## src/rtl/hd_power_pkg.sv

```systemverilog
// hd_power_pkg: shared FSM state type, default sizing constants and peak-width helper
// Used by hd_power_accum_if, hd_power_accum and the bench.
package hd_power_pkg;
    typedef enum logic [1:0] {IDLE, PRIME, ACCUM, REPORT} state_t;
    localparam int DW_DEF   = 3;
    localparam int WIN_DEF  = 16;
    localparam int ACCW_DEF = 8;
    function automatic int peak_w(input int dw);
        return $clog2(dw + 1);
    endfunction
endpackage

```

## src/rtl/hd_power_accum_if.sv

```systemverilog
// hd_power_accum_if: sample stream in, window result out, both valid/ready
// Signals: in_valid/in_data/in_ready (sample side), out_valid/out_ready/out_hd_sum/out_hw_sum/out_hd_peak (result side).
// Modports: slave = the accumulator block, master = the producer/consumer around it.
interface hd_power_accum_if import hd_power_pkg::*; #(
    parameter int DW   = DW_DEF,
    parameter int ACCW = ACCW_DEF,
    parameter int PW   = peak_w(DW)
) ();
    logic            in_valid;
    logic [DW-1:0]   in_data;
    logic            in_ready;
    logic            out_valid;
    logic            out_ready;
    logic [ACCW-1:0] out_hd_sum;
    logic [ACCW-1:0] out_hw_sum;
    logic [PW-1:0]   out_hd_peak;
    modport slave (
        input  in_valid, in_data, out_ready,
        output in_ready, out_valid, out_hd_sum, out_hw_sum, out_hd_peak
    );
    modport master (
        output in_valid, in_data, out_ready,
        input  in_ready, out_valid, out_hd_sum, out_hw_sum, out_hd_peak
    );
endinterface

```

## src/rtl/hd_popcount.sv

```systemverilog
// hd_popcount: combinational population count of a DW-bit word
// Ports: d (DW-bit input word), cnt (number of set bits, clog2(DW+1) wide).
module hd_popcount import hd_power_pkg::*; #(
    parameter int DW = DW_DEF,
    parameter int CW = peak_w(DW)
) (
    input  logic [DW-1:0] d,
    output logic [CW-1:0] cnt
);
    always_comb begin
        cnt = '0;
        for (int i = 0; i < DW; i++) cnt = cnt + CW'(d[i]);
    end
endmodule

```

## src/rtl/hd_power_accum.sv

```systemverilog
// hd_power_accum: windowed Hamming-distance / Hamming-weight power proxy of the adder sum bus
// Ports: clk, rst_n (async active-low), start, abort, busy, bus (hd_power_accum_if.slave).
// Optional macro HD_POWER_PEAK_EN adds a max-HD peak register; otherwise out_hd_peak is tied to 0.
// The accumulators double as the result registers: they only move on ACCUM accepts,
// so they hold through REPORT and IDLE until the next start or abort clears them.
module hd_power_accum import hd_power_pkg::*; #(
    parameter int DW   = DW_DEF,
    parameter int WIN  = WIN_DEF,
    parameter int ACCW = ACCW_DEF
) (
    input  logic clk,
    input  logic rst_n,
    input  logic start,
    input  logic abort,
    output logic busy,
    hd_power_accum_if.slave bus
);
    localparam int PW = peak_w(DW);
    localparam logic [7:0] LAST = 8'(WIN - 1);

    state_t          state, state_nx;
    logic [DW-1:0]   prev;
    logic [7:0]      cnt;
    logic [ACCW-1:0] hd_acc, hw_acc;
    logic [PW-1:0]   hd, hw;
    logic            accept, acc_ok, clr;

    hd_popcount #(.DW(DW), .CW(PW)) u_hd (.d(bus.in_data ^ prev), .cnt(hd));
    hd_popcount #(.DW(DW), .CW(PW)) u_hw (.d(bus.in_data), .cnt(hw));

    function automatic logic [ACCW-1:0] sat_add(input logic [ACCW-1:0] a, input logic [PW-1:0] b);
        logic [ACCW:0] s;
        s = {1'b0, a} + (ACCW+1)'(b);
        return s[ACCW] ? '1 : s[ACCW-1:0];
    endfunction

    assign bus.in_ready  = state == PRIME || state == ACCUM;
    assign bus.out_valid = state == REPORT;
    assign busy          = state != IDLE;
    assign accept        = bus.in_valid && bus.in_ready;
    assign acc_ok        = accept && state == ACCUM;
    assign clr           = abort || (state == IDLE && start);
    assign bus.out_hd_sum = hd_acc;
    assign bus.out_hw_sum = hw_acc;

    always_comb begin
        state_nx = state;
        case (state)
            IDLE:    state_nx = start ? PRIME : IDLE;
            PRIME:   state_nx = accept ? ACCUM : PRIME;
            ACCUM:   state_nx = (acc_ok && cnt == LAST) ? REPORT : ACCUM;
            REPORT:  state_nx = bus.out_ready ? IDLE : REPORT;
            default: state_nx = IDLE;
        endcase
        if (abort) state_nx = IDLE;
    end

    always_ff @(posedge clk or negedge rst_n) begin
        if (!rst_n) state <= IDLE;
        else state <= state_nx;
    end

    always_ff @(posedge clk or negedge rst_n) begin
        if (!rst_n) begin
            prev   <= '0;
            cnt    <= '0;
            hd_acc <= '0;
            hw_acc <= '0;
        end else if (clr) begin
            prev   <= '0;
            cnt    <= '0;
            hd_acc <= '0;
            hw_acc <= '0;
        end else if (accept) begin
            prev <= bus.in_data;
            if (acc_ok) begin
                cnt    <= cnt + 8'd1;
                hd_acc <= sat_add(hd_acc, hd);
                hw_acc <= sat_add(hw_acc, hw);
            end
        end
    end

`ifdef HD_POWER_PEAK_EN
    logic [PW-1:0] peak;
    always_ff @(posedge clk or negedge rst_n) begin
        if (!rst_n) peak <= '0;
        else if (clr) peak <= '0;
        else if (acc_ok && hd > peak) peak <= hd;
    end
    assign bus.out_hd_peak = peak;
`else
    assign bus.out_hd_peak = '0;
`endif
endmodule

```

## src/flat_wrapper.sv

```systemverilog
// flat-port wrapper written by rule: the top's interface ports become plain ports
module hd_power_accum_flat import hd_power_pkg::*;
#(
    parameter int DW   = DW_DEF,
    parameter int WIN  = WIN_DEF,
    parameter int ACCW = ACCW_DEF
)
  (clk, rst_n, start, abort, busy, bus_in_valid, bus_in_data, bus_out_ready, bus_in_ready, bus_out_valid, bus_out_hd_sum, bus_out_hw_sum, bus_out_hd_peak);
  hd_power_accum_if #(.DW(DW), .ACCW(ACCW)) bus_i ();
  input  logic clk;
  input  logic rst_n;
  input  logic start;
  input  logic abort;
  output logic busy;
  input wire logic [$bits(bus_i.in_valid)-1:0] bus_in_valid;
  input wire logic [$bits(bus_i.in_data)-1:0] bus_in_data;
  input wire logic [$bits(bus_i.out_ready)-1:0] bus_out_ready;
  output wire logic [$bits(bus_i.in_ready)-1:0] bus_in_ready;
  output wire logic [$bits(bus_i.out_valid)-1:0] bus_out_valid;
  output wire logic [$bits(bus_i.out_hd_sum)-1:0] bus_out_hd_sum;
  output wire logic [$bits(bus_i.out_hw_sum)-1:0] bus_out_hw_sum;
  output wire logic [$bits(bus_i.out_hd_peak)-1:0] bus_out_hd_peak;
  assign bus_i.in_valid = bus_in_valid;
  assign bus_i.in_data = bus_in_data;
  assign bus_i.out_ready = bus_out_ready;
  assign bus_in_ready = bus_i.in_ready;
  assign bus_out_valid = bus_i.out_valid;
  assign bus_out_hd_sum = bus_i.out_hd_sum;
  assign bus_out_hw_sum = bus_i.out_hw_sum;
  assign bus_out_hd_peak = bus_i.out_hd_peak;
  hd_power_accum #(.DW(DW), .WIN(WIN), .ACCW(ACCW)) u_core (.clk(clk), .rst_n(rst_n), .start(start), .abort(abort), .busy(busy), .bus(bus_i));
endmodule
```

## config.mk

```make
export PLATFORM = sky130hd
export DESIGN_NAME = hd_power_accum_flat
export DESIGN_NICKNAME = d
export VERILOG_FILES = /design/src/rtl/hd_power_pkg.sv /design/src/rtl/hd_power_accum_if.sv /design/src/rtl/hd_popcount.sv /design/src/rtl/hd_power_accum.sv /design/src/flat_wrapper.sv
export SDC_FILE = /design/constraint.sdc
export NUM_CORES = 1
export LEC_CHECK = 0
export ABC_AREA = 1
export CORE_ASPECT_RATIO = 1.5
export CORE_MARGIN = 8
export CORE_UTILIZATION = 45
export DETAILED_ROUTE_END_ITERATION = 10
export PLACE_DENSITY = 0.66
export REMOVE_ABC_BUFFERS = 1
export SLEW_MARGIN = 25
export SYNTH_ARGS = -nofsm -noshare
export SYNTH_HDL_FRONTEND = slang
export SYNTH_SLANG_ARGS = --single-unit
```

## constraint.sdc

```tcl
create_clock -name clk -period 5.8 [get_ports clk]
set_input_delay 1.45 -clock clk [delete_from_list [all_inputs] [get_ports clk]]
set_output_delay 1.45 -clock clk [all_outputs]
set_load 0.05 [all_outputs]
```

# After elaboration in Yosys (flattened, before gate mapping)
# Index checks and enable logic that the tools add are counted.
op_classes:
  n_mux: 19
  eq_ne: 4
  n_addsub: 7
  n_bitwise: 1
  reduce_logical: 11
op_table:
  columns: ["operator", "n"]
  rows:
  - ["$mux W8", 11]
  - ["$add A8 B2 Y9", 2]
  - ["$add A8 B1 Y8 const B", 1]
  - ["$eq A8 B4 Y1 const B", 1]
  - ["$pmux W2 S4", 1]
  - ["$mux W2", 3]
  - ["$mux W3", 2]
  - ["$reduce_bool A2 Y1", 3]
  - ["$add A1 B1 Y2", 2]
  - ["$add A2 B1 Y2", 2]
  - ["$eq A2 B2 Y1 const B", 2]
  - ["$logic_and A1 B1 Y1", 4]
  - ["$xor A3 B3 Y3", 1]
  - ["$eq A2 B1 Y1 const B", 1]
  - ["$logic_not A2 Y1", 1]
  - ["$logic_or A1 B1 Y1", 2]
  - ["$mux W1", 2]
  - ["$reduce_and A2 Y1", 1]
totals:
  reg_bits: 29
  out_inout_bits: 21

# Depth between registers and ports, before layout
depth:
  ltp_word: 8
  depth_mapped: 11
  mapped_depth_nobuf: 11

# Hierarchy
# A second synthesis with hierarchy kept.
hier_totals:
  hier_cells: 260
  hier_area_um2: 1974.4
modules_own_cells:
  columns: ["mod", "instances", "seq_area_each_um2", "cells_per_inst", "area_each_um2"]
  rows:
  - ["hd_power_accum", 1, 725.7, 258, 1934.4]
  - ["hd_popcount", 2, 0.0, 1, 20.0]

# Least setup slack after synthesis
# Ideal clock, no wire load.
synth_timing:
  kind: "input to register"
  start: "in bus_in_data[0]"
  end: "reg u_core.hd_acc[3] (netlist: u_core.bus.out_hd_sum[3])"
  path_stages: 11
  t_arrival_ns: 3.191
  n_path_buf: 0
  required_ns: 5.673
  slack_ns: 2.482
  cell_sequence: "xnor2_1 -> fa_1 -> inv_1 -> ha_1 -> fa_1 -> nand3_1 -> nor2_4 -> nand2_1 -> nand3_1 -> nand2_1 -> o21ai_0"
synth_between:
  elab_chain_len: 8
synth_lines:
  columns: ["element", "line_no", "source"]
  rows:
  - ["start: declaration", "flat_wrapper.sv:16", "input wire logic [$bits(bus_i.in_data)-1:0] bus_in_data;"]
  - ["$xor A3 B3 Y3", "hd_power_accum.sv:28", "hd_popcount #(.DW(DW), .CW(PW)) u_hd (.d(bus.in_data ^ prev), .cnt(hd));"]
  - ["$add A1 B1 Y2", "hd_popcount.sv:12", "for (int i = 0; i < DW; i++) cnt = cnt + CW'(d[i]);"]
  - ["$add A2 B1 Y2", "hd_popcount.sv:12", null]
  - ["$add A8 B2 Y9", "hd_power_accum.sv:33", "s = {1'b0, a} + (ACCW+1)'(b);"]
  - ["$mux W8", "hd_power_accum.sv:34", "return s[ACCW] ? '1 : s[ACCW-1:0];"]
  - ["$mux W8", "hd_power_accum.sv:76", "if (acc_ok) begin"]
  - ["$mux W8", "hd_power_accum.sv:74", "end else if (accept) begin"]
  - ["$mux W8", "hd_power_accum.sv:69", "end else if (clr) begin"]
  - ["end signal: assignment", "hd_power_accum.sv:78", "hd_acc <= sat_add(hd_acc, hd);"]
  - ["end: declaration", "hd_power_accum.sv:24", "logic [ACCW-1:0] hd_acc, hw_acc;"]
# Every way passes these cells. The select of a mux whose other input is x is not followed.
# A chain may end at the register's enable or synchronous reset.

# Final worst setup path
# Ends and elaborated chain as after synthesis.

==> metrics.md <==
| Metric | Value |
|---|---|
| Result of the run | `completed` |
| Latest clock arrival within the worst-skew pair | `around 280 ps` |
| Number of DRC markers after the initial detailed-route iteration | `81` |
| Combined area of the multi-input logic cells | `0.00103 mm²` |
| Reported leakage power | `1.14 nW` |
| Cells resized by post-CTS repair | `0` |
| Vias after detailed routing | `1654` |
| Post-synth design cell area | `0.00193 mm²` |
| Final hold violations | `0` |
| Standard-cell row count | `29` |
| Global routing usage summed across all routing layers | `0.138` |
| Least setup slack across all paths after layout | `2120 ps` |
| IO Port Bufs | `27` |
| Critical Path Source | `bus_in_data[0]` |
| Routed WL per cell | `about 13 µm` |
| Number of antenna-violating nets in the routed design | `0` |
| Critical path endpoint category | `flop` |
| Time the final worst path needs with I/O delays and setup | `3680 ps` |
| Number of H-tree branching levels | `2` |
| # clock sinks | `29` |
| Largest net degree at the start of global routing | `30` |
| Warnings from Yosys | `0` |
| Number of nets in the layout | `307` |
| Hold/Removal Path Class | `flop to flop` |
| Starting density of the core | `0.463` |
| Antenna violations before repair | `0` |
| Clock slew seen by the registers of the worst setup and hold paths | `60 ps` |
| Number of inserted filler cells in the final layout | `~410` |
| GRT overflow | `0` |
| Synth-to-Final Area Change | `19.2%` |
| Total Wirelength | `between 4000 and 5000 µm` |
| Total clock buffers created by CTS | `5` |
| Kind of start point of the critical path | `input port` |
| Die X-Extent | `69.5 µm` |
| Final setup vio count | `0` |
| Least-Margin Pin Slew | `504 ps` |
| Number of buffers inserted by hold repair at cts | `0` |
| R2R cell count | `11` |
| Boundary pin count | `30` |
| Critical setup path kind | `input port to flop` |
| Number of unique standard cell types used by synthesis | `32` |
| First-pass GRT wire length | `roughly 7500 µm` |
| Number of antenna diodes | `0` |
| Number of global-route vias before repair | `1689` |
| Max-capacitance violation count | `0` |
| RSZ-0062 raised after global routing | `false` |
| Critical-path maximum fanout | `6` |
| Average vias per placed instance | `5.03` |
| Register area | `726 µm²` |
| Clk Tree Root Cell | `sky130_fd_sc_hd__clkbuf_8` |
| Worst setup endpoint | `u_core.bus.out_hd_sum[3]` |
| Share of final-layout standard cells stronger than drive strength 1 | `0.0813` |
| TritonCTS clock tree | `built` |
| Drt drc | `0` |
| Highest achievable clock rate | `~270 MHz` |
| Average size of a mapped cell | `7.66 µm²` |
| Setup Total Neg Slack | `0 ps` |
| Total power consumption of the routed design | `0.000417 W` |
| Post CTS Setup Buffer Count | `0` |
| PwrDens | `around 180 mW/mm²` |
| Die extent in y | `96.2 µm` |
| Overall die area | `0.00669 mm²` |
| Reg-to-reg critical path startpoint | `u_core.prev[0]` |
| Synthesis-stage register bit count | `29` |
| Clock Tree Buf Depth | `2` |
| Register-to-register path setup slack | `3410 ps` |
| Final GP Congestion | `0.796` |
| Count of TritonRoute iterations in the first routing pass | `4` |
| Maximum VDD drop | `between 0.0001 and 0.00015 V` |
| Critical path arrival | `between 3000 and 4000 ps` |
| Area inside the core boundary | `between 0.004 and 0.005 mm²` |
| Post-synthesis sequential area ratio | `0.376` |
| Half-perimeter wire length of the detailed placement result | `between 3000 and 4000 µm` |
| FF-to-FF End | `u_core.bus.out_hd_sum[3]` |
| Max Slew Vio Count | `0` |
| Portion of the clock cycle consumed by the worst path in the final layout | `0.635` |
| Worst slack at placement | `1820 ps` |
| CP Data Required Time | `5970 ps` |
| Mapped Cells | `252` |
| Post-Route Skew | `2.05 ps` |
| Worst max-slew margin expressed relative to the limit | `0.663` |
area by class of cell:
class,instances,share of cell area
clock buffers,5,0.0299
repair buffers,28,0.121
multi-input cells,184,0.446
inverters,36,0.0609
well taps,46,0.0250
clock inverters,1,0.00217
flip-flops and latches,29,0.315
worst min path at each step:
stage	start	end	slack [ps]	depth (start not counted)
after CTS	u_core.cnt[1]	u_core.cnt[1]	550	1
after global routing	u_core.cnt[1]	u_core.cnt[1]	580	1
final	u_core.prev[0]	u_core.prev[0]	550	2
after floorplan	u_core.cnt[7]	u_core.cnt[7]	490	2
after global placement	u_core.cnt[1]	u_core.cnt[1]	510	1
after detailed placement	u_core.cnt[1]	u_core.cnt[1]	530	1
kinds of logic (layout without fill, tap and decap cells):
family	after synthesis	count (layout)	share of synthesized area
other cells	1	2	0.00194
flops	29	29	0.376
simple gates	136	136	0.324
compound gates	28	28	0.0797
buf+inv	40	70	0.0940
xor+xnor	4	4	0.0181
fa+ha+maj	14	14	0.106
cell usage after synthesis, drive strengths merged:
cell / instances / share of area
nor2: 19 / 0.051
a21oi: 12 / 0.031
xor2: 2 / 0.0091
inv: 36 / 0.073
a22o: 1 / 0.0052
a211oi: 1 / 0.0039
nand3: 24 / 0.062
nand4: 5 / 0.016
o22ai: 1 / 0.0032
nor3: 2 / 0.0052
and3: 2 / 0.0065
nand3b: 1 / 0.0039
fa: 4 / 0.041
ha: 10 / 0.065
dfrtp: 29 / 0.38
o21bai: 1 / 0.0039
o21ai: 11 / 0.029
o211ai: 1 / 0.0039
buf: 4 / 0.021
xnor2: 2 / 0.0091
conb: 1 / 0.0019
nand2: 83 / 0.18
layer usage:
metal  vias up  wire length, µm  global-route usage
li1        860                -                   -
met1       761             1790               0.130
met2        27             2310               0.270
met3         6              166              0.0454
met4         0               72              0.0566
met5         -                0                   0
placed cells by master (no fill, tap or decap), types with 2 or more instances in the layout:
cell type                          n
sky130_fd_sc_hd__nand4_1           5
sky130_fd_sc_hd__clkbuf_8          5
sky130_fd_sc_hd__xor2_1            2
sky130_fd_sc_hd__o21ai_0          10
sky130_fd_sc_hd__inv_1            32
sky130_fd_sc_hd__and3_1            2
sky130_fd_sc_hd__a21oi_1          12
sky130_fd_sc_hd__nand2_2           5
sky130_fd_sc_hd__nor2_1           16
sky130_fd_sc_hd__inv_2             2
sky130_fd_sc_hd__fa_1              4
sky130_fd_sc_hd__conb_1            2
sky130_fd_sc_hd__nand2_1          75
sky130_fd_sc_hd__nand3_1          24
sky130_fd_sc_hd__inv_4             2
sky130_fd_sc_hd__dfrtp_1          29
sky130_fd_sc_hd__nand2_4           3
sky130_fd_sc_hd__ha_1             10
sky130_fd_sc_hd__xnor2_1           2
sky130_fd_sc_hd__clkdlybuf4s50_1  27
sky130_fd_sc_hd__nor3_1            2
worst max-delay path, cell delays in order:
cell	delay, ps
sky130_fd_sc_hd__clkdlybuf4s50_1	480
sky130_fd_sc_hd__xnor2_1	170
sky130_fd_sc_hd__fa_1	510
sky130_fd_sc_hd__inv_1	40
sky130_fd_sc_hd__ha_1	210
sky130_fd_sc_hd__fa_1	410
sky130_fd_sc_hd__nand3_1	180
sky130_fd_sc_hd__nor2_4	70
sky130_fd_sc_hd__nand2_1	120
sky130_fd_sc_hd__nand3_1	80
sky130_fd_sc_hd__nand2_1	60
sky130_fd_sc_hd__o21ai_0	70
report_power, final:
group,switching (W),total (W),leakage (nW),internal [W]
clock,0.0000757,0.000154,0.0399,0.0000787
combinational,0.0000378,0.0000573,0.694,0.0000195
sequential,0.00000110,0.000205,0.404,0.000204
total,0.000115,0.000417,1.14,0.000302
per-stage QoR:
stage | hold slack (ps) | utilization | instance area, µm² | instances
after floorplan | 494 | - | 1890 | 249
after global routing | 580 | 0.552 | 2300 | 329
after global placement | 512 | 0.534 | 2230 | 323
final | 551 | 0.552 | 2300 | 329
after detailed placement | 530 | 0.534 | 2230 | 323
after CTS | 551 | 0.552 | 2300 | 329
sequential cells by signal, summed over array words and instances (netlist names):
name / flops
u_core.bus.out_hd_sum: 8
u_core.bus.out_hw_sum: 8
u_core.cnt: 8
u_core.prev: 3
u_core.state: 2
Power figures use the tool's default switching activity.
